[src/rtl/rf_wb_sched.sv]
// Write-port scheduler for the single-write-port register file: arbitrates pipeline
// writeback against buffered long-latency results and tracks their busy destinations.
module rf_wb_sched #(
  parameter int unsigned DEPTH = 4,
  parameter int unsigned DW    = 32,
  parameter int unsigned AW    = 5
) (
  input  logic                 clk,
  input  logic                 rst_n,
  input  logic                 iss_valid,
  input  logic                 iss_long,
  input  logic [AW-1:0]        iss_rd,
  input  logic [AW-1:0]        iss_rs1,
  input  logic [AW-1:0]        iss_rs2,
  input  logic                 iss_use_rs1,
  input  logic                 iss_use_rs2,
  output logic                 iss_stall,
  input  logic                 p_we,
  input  logic [AW-1:0]        p_wa,
  input  logic [DW-1:0]        p_wd,
  output logic                 wb_hold,
  input  logic                 l_valid,
  input  logic [AW-1:0]        l_wa,
  input  logic [DW-1:0]        l_wd,
  output logic                 l_ready,
  output logic                 rf_we,
  output logic [AW-1:0]        rf_wa,
  output logic [DW-1:0]        rf_wd,
  output logic [(1<<AW)-1:0]   sb_busy
);

  localparam int unsigned    PW       = (DEPTH > 1) ? $clog2(DEPTH) : 1;
  localparam int unsigned    NREG     = 1 << AW;
  localparam logic [PW:0]    FULL_CNT = (PW+1)'(DEPTH);

  logic [AW-1:0]   fifo_wa_q [DEPTH];
  logic [DW-1:0]   fifo_wd_q [DEPTH];
  logic [PW-1:0]   wr_ptr_q, rd_ptr_q;
  logic [PW:0]     count_q, count_d;
  logic [NREG-1:0] busy_q, busy_d;

  logic            full, empty, push, pop, long_acc;
  logic [AW-1:0]   head_wa, sel_wa;
  logic [DW-1:0]   head_wd, sel_wd;
  logic            sel_we;

  assign full    = (count_q == FULL_CNT);
  assign empty   = (count_q == '0);
  assign l_ready = !full;
  assign wb_hold = full;
  assign push    = l_valid & !full;
  assign pop     = !p_we & !empty;
  assign head_wa = fifo_wa_q[rd_ptr_q];
  assign head_wd = fifo_wd_q[rd_ptr_q];
  assign sb_busy = busy_q;

  // Address 0 must never reach the regfile port, not even as a disabled write:
  // the regfile forwards wd3 on an address match regardless of we3.
  always_comb begin
    sel_we = p_we | !empty;
    sel_wa = p_we ? p_wa : head_wa;
    sel_wd = p_we ? p_wd : head_wd;
    rf_we  = 1'b0;
    rf_wa  = '0;
    rf_wd  = '0;
    if (sel_we && (sel_wa != '0)) begin
      rf_we = 1'b1;
      rf_wa = sel_wa;
      rf_wd = sel_wd;
    end
  end

  always_comb begin
    iss_stall = iss_valid & ((iss_use_rs1 & busy_q[iss_rs1]) |
                             (iss_use_rs2 & busy_q[iss_rs2]) |
                             ((iss_rd != '0) & busy_q[iss_rd]));
    long_acc  = iss_valid & iss_long & !iss_stall & (iss_rd != '0);
  end

  always_comb begin
    busy_d = busy_q;
    if (pop && (head_wa != '0)) busy_d[head_wa] = 1'b0;
    if (long_acc)               busy_d[iss_rd]  = 1'b1;
    busy_d[0] = 1'b0;
  end

  always_comb begin
    count_d = count_q;
    case ({push, pop})
      2'b10:   count_d = count_q + 1'b1;
      2'b01:   count_d = count_q - 1'b1;
      default: count_d = count_q;
    endcase
  end

  always_ff @(posedge clk or negedge rst_n) begin
    if (!rst_n) begin
      wr_ptr_q <= '0;
      rd_ptr_q <= '0;
      count_q  <= '0;
      busy_q   <= '0;
      for (int unsigned i = 0; i < DEPTH; i++) begin
        fifo_wa_q[i] <= '0;
        fifo_wd_q[i] <= '0;
      end
    end else begin
      if (push) begin
        fifo_wa_q[wr_ptr_q] <= l_wa;
        fifo_wd_q[wr_ptr_q] <= l_wd;
        wr_ptr_q            <= wr_ptr_q + 1'b1;
      end
      if (pop) rd_ptr_q <= rd_ptr_q + 1'b1;
      count_q <= count_d;
      busy_q  <= busy_d;
    end
  end

`ifndef SYNTHESIS
  // Pipeline writing while the FIFO is full starves the drain path.
  a_no_we_on_hold: assert property (@(posedge clk) disable iff (!rst_n) !(p_we && wb_hold))
    else $error("p_we asserted while wb_hold");
`endif

endmodule

[config.mk]
export PLATFORM = sky130hd
export DESIGN_NAME = rf_wb_sched
export DESIGN_NICKNAME = d
export VERILOG_FILES = /design/src/rtl/rf_wb_sched.sv
export SDC_FILE = /design/constraint.sdc
export NUM_CORES = 1
export LEC_CHECK = 0
export ABC_CLOCK_PERIOD_IN_PS = 10800
export CORE_MARGIN = 5
export CORE_UTILIZATION = 55
export CTS_CLUSTER_DIAMETER = 80
export DETAILED_ROUTE_END_ITERATION = 10
export PLACE_DENSITY = 0.83
export SYNTH_ARGS = -nofsm -noshare
export SYNTH_HDL_FRONTEND = slang
export SYNTH_SLANG_ARGS = --single-unit
[constraint.sdc]
create_clock -name clk -period 10.8 [get_ports clk]
set_clock_uncertainty 0.1 [all_clocks]
set_input_delay 3.24 -clock clk [delete_from_list [all_inputs] [get_ports clk]]
set_output_delay 3.24 -clock clk [all_outputs]
set_load 0.05 [all_outputs]
==> impl_metrics.csv, run 1 <==
group,metric,value,unit
global_routing,antenna_found_initial,2,
drt,via_per_inst,6.188,
worst_hold_path,worstHoldPathCells,1,
timing,period_minus_slack,9.533,ns
worst_setup_path,path_buf_inv,2,
finish,fin_util,69.84,%
finish,n_fill_cell,1144,
cts,htree_levels,4,
global_routing,grt_pass1_vias,7560,
timing,whs,0.4022,ns
cts,cts_setup_buffers,0,
worst_setup_path,arrival,6.19,ns
finish,diodes,0,
global_routing,grt_overflow_total,0,
global_routing,gr-usage-all-layers,26.14,%
timing,setup_viol_count_final,0,
drt,drtAntennaViolNets,0,
cts,cts_tree,"yes",
place,pre_cts_slack,1.286,ns
finish,final_cell_mix,"dfrtp_1, clkdlybuf4s50_1, mux2_2",
cts,clk_pin_slew,0.07,ns
worst_setup_path,worstSetupPathType,"primary input to primary output",
drt,wl,25570,um
cts,cts-buffers-inserted,17,
worst_setup_path,cp_top_family,"buffers and inverters",
worst_setup_path,r2r_end,"sb_busy[26]",
timing,timing.final.ws_setup,1.267,ns
yosys,ys_ff_latch,186,
cts,cts_resized,0,
pwr,worst_ir_drop_vdd,0.1943,mV
cts,clk-insertion-delay-late,0.43,ns
yosys,syn-num-nets,823,
timing,slew_viol_final,0,
place,place_hpwl,17730,um
finish,nNetsFinal,969,
finish,final_common_cell,"dfrtp_1",
cts,clock-root-buffer,"clkbuf_16",
yosys,syn_area,0.009610,mm^2
floorplanning,rows,48,
timing,hold_viol,0,
timing,period_share,88.27,%
worst_setup_path,regToRegSetupSlack,7.73,ns
yosys,synth.yosys.seq_area_share,48.43,%
drt,wire_per_inst,23.16,um
worst_setup_path,crit_path_start,"iss_rs2[1]",
worst_hold_path,hold_start,"fifo_wd_q[28]",
timing,rsz0062_at_grt,"no",
place,numPortBuffers,168,
global_routing,grt_first_pass_wirelength,41260,um
pwr,p_leak,4.951,nW
finish,area_growth,25.26,%
worst_setup_path,r2r_cells,5,
worst_setup_path,max_stage_delay,0.87,ns
floorplanning,coreArea,0.01724,mm^2
timing,slew_headroom,17.32,%
floorplanning,initial_core_util,55.76,%
status,run_status,"completed",
yosys,netlist_instances,720,
cts,ctsHoldBuffers,0,
worst_setup_path,path_cells,"clkdlybuf4s50_1, mux4_2, mux2i_1, mux2i_1, o2111ai_1, nand4_1, o21a_1, clkdlybuf4s50_1",
drt,num_vias,6831,
worst_hold_path,min_path_type,"flop to flop",
finish,final-seq-area,0.004657,mm^2
worst_setup_path,cp_max_fo,12,
finish,multi_input_area,0.004693,mm^2
worst_setup_path,critPathLaunchType,"primary input",
drt,drt_iter0_markers,618,
worst_setup_path,cp-end-kind,"primary output",
cts,cts.sinks,186,
drt,firstDrtPassIters,5,
yosys,synth.avg_cell_area,13.35,um^2
cts,ctsLongestPathBuffers,2,
floorplanning,die_area,0.02022,mm^2
floorplanning,die_h,142.2,um
floorplanning,fp.dieW,142.2,um
yosys,yosys_warnings,0,
worst_setup_path,timing.rr.start,"rd_ptr_q[0]",
floorplanning,ioPinCount,170,
worst_hold_path,hold_end,"fifo_wd_q[28]",
worst_setup_path,critPathSlowestCell,"clkdlybuf4s50_1",
finish,drive_gt1_share,28.90,%
drt,drc,0,
pwr,power_density,335.3,mW/mm^2
worst_setup_path,critPathRequiredTime,7.46,ns
timing,fmax,104.9,MHz
timing,tightest_slew,1.231,ns
yosys,synthDistinctLibCells,43,
global_routing,grt_max_degree,102,
flow_run,cap_violations,0,
timing,fin_tns_setup,0,ns
place,gp_congestion,0.9765,
==> how the worst max path moves through the flow <==
stage | to | slack (ns) | depth (start not counted)
2_1_floorplan | rf_wa[3] | 2.37 | 5
3_3_place_gp | iss_stall | 1.31 | 8
3_5_place_dp | iss_stall | 1.29 | 8
4_1_cts | iss_stall | 1.28 | 8
5_1_grt | iss_stall | 1.06 | 8
6_report | iss_stall | 1.27 | 8
==> final cells by class <==
class,count,share of cell area [%]
clock inverter,12,1.569
sequential,186,38.69
inverter,10,0.3118
timing repair buffer,174,14.31
tap,225,2.339
clock buffer,20,3.794
multi-input combinational,477,38.99
==> report_power, final <==
group,internal (W),total [W],switching [W],leakage (nW)
Sequential,0.00105,0.00138,0.000329,2.25
Combinational,0.000930,0.00199,0.00106,2.40
Clock,0.000403,0.000672,0.000269,0.299
Total,0.00238,0.00404,0.00165,4.95
==> registers in the layout (all words and copies together) (netlist names) <==
register,flops
fifo_wd_q,128
rd_ptr_q,2
count_q,3
fifo_wa_q,20
wr_ptr_q,2
sb_busy,31
==> cells by family after synthesis <==
kind of cell	after synthesis	share of synthesized area, %
xor+xnor	6	0.5469
compound gates	81	5.585
fa+ha+maj	6	0.8593
simple gates	131	6.223
buf+inv	57	2.838
mux	252	35.48
other cells	1	0.03902
flops	186	48.43
==> cell usage after synthesis (all sizes together) <==
master / number / area share (%)
mux4: 56 / 13
nor3b: 4 / 0.31
xor2: 3 / 0.27
a21oi: 1 / 0.052
conb: 1 / 0.039
and3b: 1 / 0.091
or4: 1 / 0.078
fa: 1 / 0.21
buf: 23 / 1.5
and2: 2 / 0.13
or2: 1 / 0.065
o21a: 1 / 0.078
nand2b: 2 / 0.13
a22oi: 5 / 0.39
or3: 2 / 0.18
mux2: 149 / 17
o21ai: 35 / 1.8
ha: 5 / 0.65
a311o: 1 / 0.10
and3: 3 / 0.20
nor2b: 6 / 0.39
nand3b: 3 / 0.23
nor3: 5 / 0.31
o31a: 1 / 0.091
nand4: 2 / 0.13
o31ai: 30 / 2.3
mux2i: 47 / 4.9
dfrtp: 186 / 48
xnor2: 3 / 0.27
inv: 10 / 0.39
o2111ai: 1 / 0.091
nand2: 47 / 1.8
nand3: 8 / 0.42
nor2: 44 / 1.7
clkbuf: 24 / 0.94
a22o: 5 / 0.46
a221oi: 1 / 0.16
==> through the flow <==
stage / power (W) / instance area [um^2] / std cells
floorplan: 0.002694 / 9610 / 720
global placement: 0.003259 / 11390 / 1072
detailed placement: 0.003370 / 11390 / 1072
CTS: 0.004052 / 12040 / 1104
global route: 0.004236 / 12040 / 1104
finish: 0.004036 / 12040 / 1104
==> layer usage <==
metal	wire length, um	global-route usage (%)
met1	9939	32.27
met3	1629	5.981
met5	20	0
met2	13420	45.57
met4	567	8.788
Note: power is estimated with default switching activity, not from simulation.
==> run 2: changes to the inputs <==
--- a/config.mk
+++ b/config.mk
@@ -10,7 +10,7 @@
 export CORE_UTILIZATION = 55
 export CTS_CLUSTER_DIAMETER = 80
 export DETAILED_ROUTE_END_ITERATION = 10
-export PLACE_DENSITY = 0.83
+export PLACE_DENSITY = 0.95
 export SYNTH_ARGS = -nofsm -noshare
 export SYNTH_HDL_FRONTEND = slang
 export SYNTH_SLANG_ARGS = --single-unit
==> run 2 against run 1 <==
Cell count is 0.27% higher. Core utilization is 0.38 points lower. Critical path depth stayed put. Highest routed layer unchanged. Combinational power hardly changed. Total power is 2.8% lower. Sequential share of layout area is 0.21 points higher. Critical endpoint unchanged. First-iteration DRC count is 37% lower. Via count is 0.45% lower.
==> impl_metrics.csv, run 2 (synthesis results as in run 1) <==
group,metric,value,unit
cts,cts.sinks,186,
cts,ctsLongestPathBuffers,2,
pwr,p_leak,4.927,nW
cts,cts-buffers-inserted,17,
global_routing,use_met3,6.284,%
finish,fin_util,69.45,%
drt,wire_per_inst,21.30,um
floorplanning,fp.dieW,142.2,um
timing,rsz0062_at_grt,"no",
pwr,netSwitchingPower,0.001606,W
global_routing,antenna_found_initial,3,
drt,drc,0,
timing,period_minus_slack,9.538,ns
drt,firstDrtPassIters,7,
global_routing,grt_util_met1,29.87,%
cts,ctsHoldBuffers,0,
timing,fmax,104.8,MHz
pwr,swShare,40.93,%
timing,slew_headroom,26.73,%
pwr,worst_ir_drop_vdd,0.2055,mV
floorplanning,die_h,142.2,um
cts,cts_tree,"yes",
place,place_hpwl,15900,um
finish,area_growth,24.57,%
timing,fin_tns_setup,0,ns
timing,slew_viol_final,0,
cts,cts_setup_buffers,0,
cts,cts_resized,0,
global_routing,grt_pass1_vias,7395,
global_routing,grt_max_degree,71,
floorplanning,rows,48,
place,numPortBuffers,168,
pwr,p_comb_share,50.6,%
global_routing,top_usage_layer,"met2",
finish,final_cell_mix,"dfrtp_1, clkdlybuf4s50_1, mux2_2",
global_routing,grt_first_pass_wirelength,38280,um
pwr,clkPwrFrac,15.3,%
cts,clk_pin_slew,0.06,ns
place,place.detailed.instances,1073,
finish,drive_gt1_share,28.75,%
floorplanning,ioPinCount,170,
floorplanning,die_area,0.02022,mm^2
worst_setup_path,critPathRequiredTime,7.46,ns
global_routing,met2_usage,40.82,%
pwr,power_density,327.7,mW/mm^2
worst_setup_path,path_cells,"clkdlybuf4s50_1, mux4_2, mux2i_1, mux2i_1, o2111ai_1, nand4_1, o21a_1, clkdlybuf4s50_1",
finish,instances_no_fill,1107,
finish,nNetsFinal,970,
pwr,p_int,0.002317,W
worst_setup_path,arrival,6.20,ns
worst_setup_path,worstSetupPathType,"primary input to primary output",
drt,wl,23580,um
finish,largest_register_ffs,128,
pwr,seq_power_share,34.2,%
place,gp_congestion,0.8859,
cts,clock-root-buffer,"clkbuf_16",
worst_setup_path,max_stage_delay,0.87,ns
drt,num_vias,6800,
status,run_status,"completed",
cts,htree_levels,4,
finish,final_common_cell,"dfrtp_1",
drt,via_per_inst,6.143,
timing,tightest_slew,1.095,ns
finish,largest-register,"fifo_wd_q",
flow_run,cap_violations,0,
worst_setup_path,cp_max_fo,12,
worst_setup_path,cp-end-kind,"primary output",
drt,drt_iter0_markers,390,
timing,setup_viol_count_final,0,
worst_setup_path,critPathSlowestCell,"clkdlybuf4s50_1",
worst_hold_path,min_path_type,"flop to flop",
global_routing,gr-usage-all-layers,23.97,%
timing,hold_viol,0,
floorplanning,initial_core_util,55.76,%
cts,clk-insertion-delay-late,0.43,ns
global_routing,grt_overflow_total,0,
drt,drtAntennaViolNets,0,
floorplanning,coreArea,0.01724,mm^2
timing,period_share,88.31,%
worst_setup_path,critPathLaunchType,"primary input",
## run 2: cell types whose count changed in the layout (fill, tap and decap cells not counted), sizes merged
cell / delta
buf: +1
clkinvlp: -2
clkbuf: +3
clkinv: +2
diode: +2
bufinv: -3
## run 2: final cells by class
class	count	area, um^2
Sequential cell	186	4657
Clock inverter	9	88.84
Timing Repair Buffer	175	1730
Antenna cell	2	5.005
Clock buffer	23	478.0
Tap cell	225	281.5
Multi-Input combinational cell	477	4693
Inverter	10	37.54
Fill cell	1164	5265
## run 2: path summary, 6_finish.rpt
check / cells past startpoint / slack (ns) / endpoint / from
hold / removal: 1 / 0.40 / fifo_wd_q[62] / fifo_wd_q[62]
setup / recovery: 8 / 1.26 / iss_stall / iss_rs2[1]
min in group asynchronous: 1 / 2.67 / fifo_wd_q[18] / rst_n
hold reg to reg: 1 / 0.40 / fifo_wd_q[62] / fifo_wd_q[62]
setup reg to reg: 6 / 7.85 / sb_busy[24] / rd_ptr_q[0]
max in group asynchronous: 3 / 5.96 / sb_busy[10] / rst_n
## run 2: power groups by stage
stage,clock network [W],registers [W],logic (W)
6_report,0.000598,0.00134,0.00198
5_1_grt,0.000637,0.00138,0.00211
4_1_cts,0.000605,0.00134,0.00200
3_5_place_dp,0,0.00134,0.00198
3_3_place_gp,0,0.00131,0.00193
2_1_floorplan,0,0.00139,0.00131
## run 2: critical path: cells and delay by family
family	cells	cell delay (ns)
AND/OR/NAND/NOR	1	0.17
AO/OA/AOI/OAI	2	0.39
multiplexers	3	0.82
buffers and inverters	2	1.57
## run 2: per-layer routing
metal / wire length, um / share of wire (%)
met5: 23 / 0.098
met4: 509 / 2.2
met3: 2020 / 8.6
met2: 12160 / 52
met1: 8873 / 38
## run 2: metrics by stage
stage | setup WS, ns | hold slack (ns) | power [W] | cell area, um^2
final | 1.262 | 0.4003 | 0.003923 | 11970
after global routing | 1.079 | 0.4209 | 0.004128 | 11970
after CTS | 1.256 | 0.4014 | 0.003937 | 11970
after detailed placement | 1.261 | 0.3873 | 0.003314 | 11400
after global placement | 1.277 | 0.3815 | 0.003236 | 11400
after floorplan | 2.370 | 0.3643 | 0.002694 | 9610
==> run 3: changes to the inputs <==
--- a/config.mk
+++ b/config.mk
@@ -6,6 +6,7 @@
 export NUM_CORES = 1
 export LEC_CHECK = 0
 export ABC_CLOCK_PERIOD_IN_PS = 10800
+export CAP_MARGIN = 20
 export CORE_MARGIN = 5
 export CORE_UTILIZATION = 55
 export CTS_CLUSTER_DIAMETER = 80
==> results of run 3 <==
Final layout, timing and power as in run 2 (identical DEF).
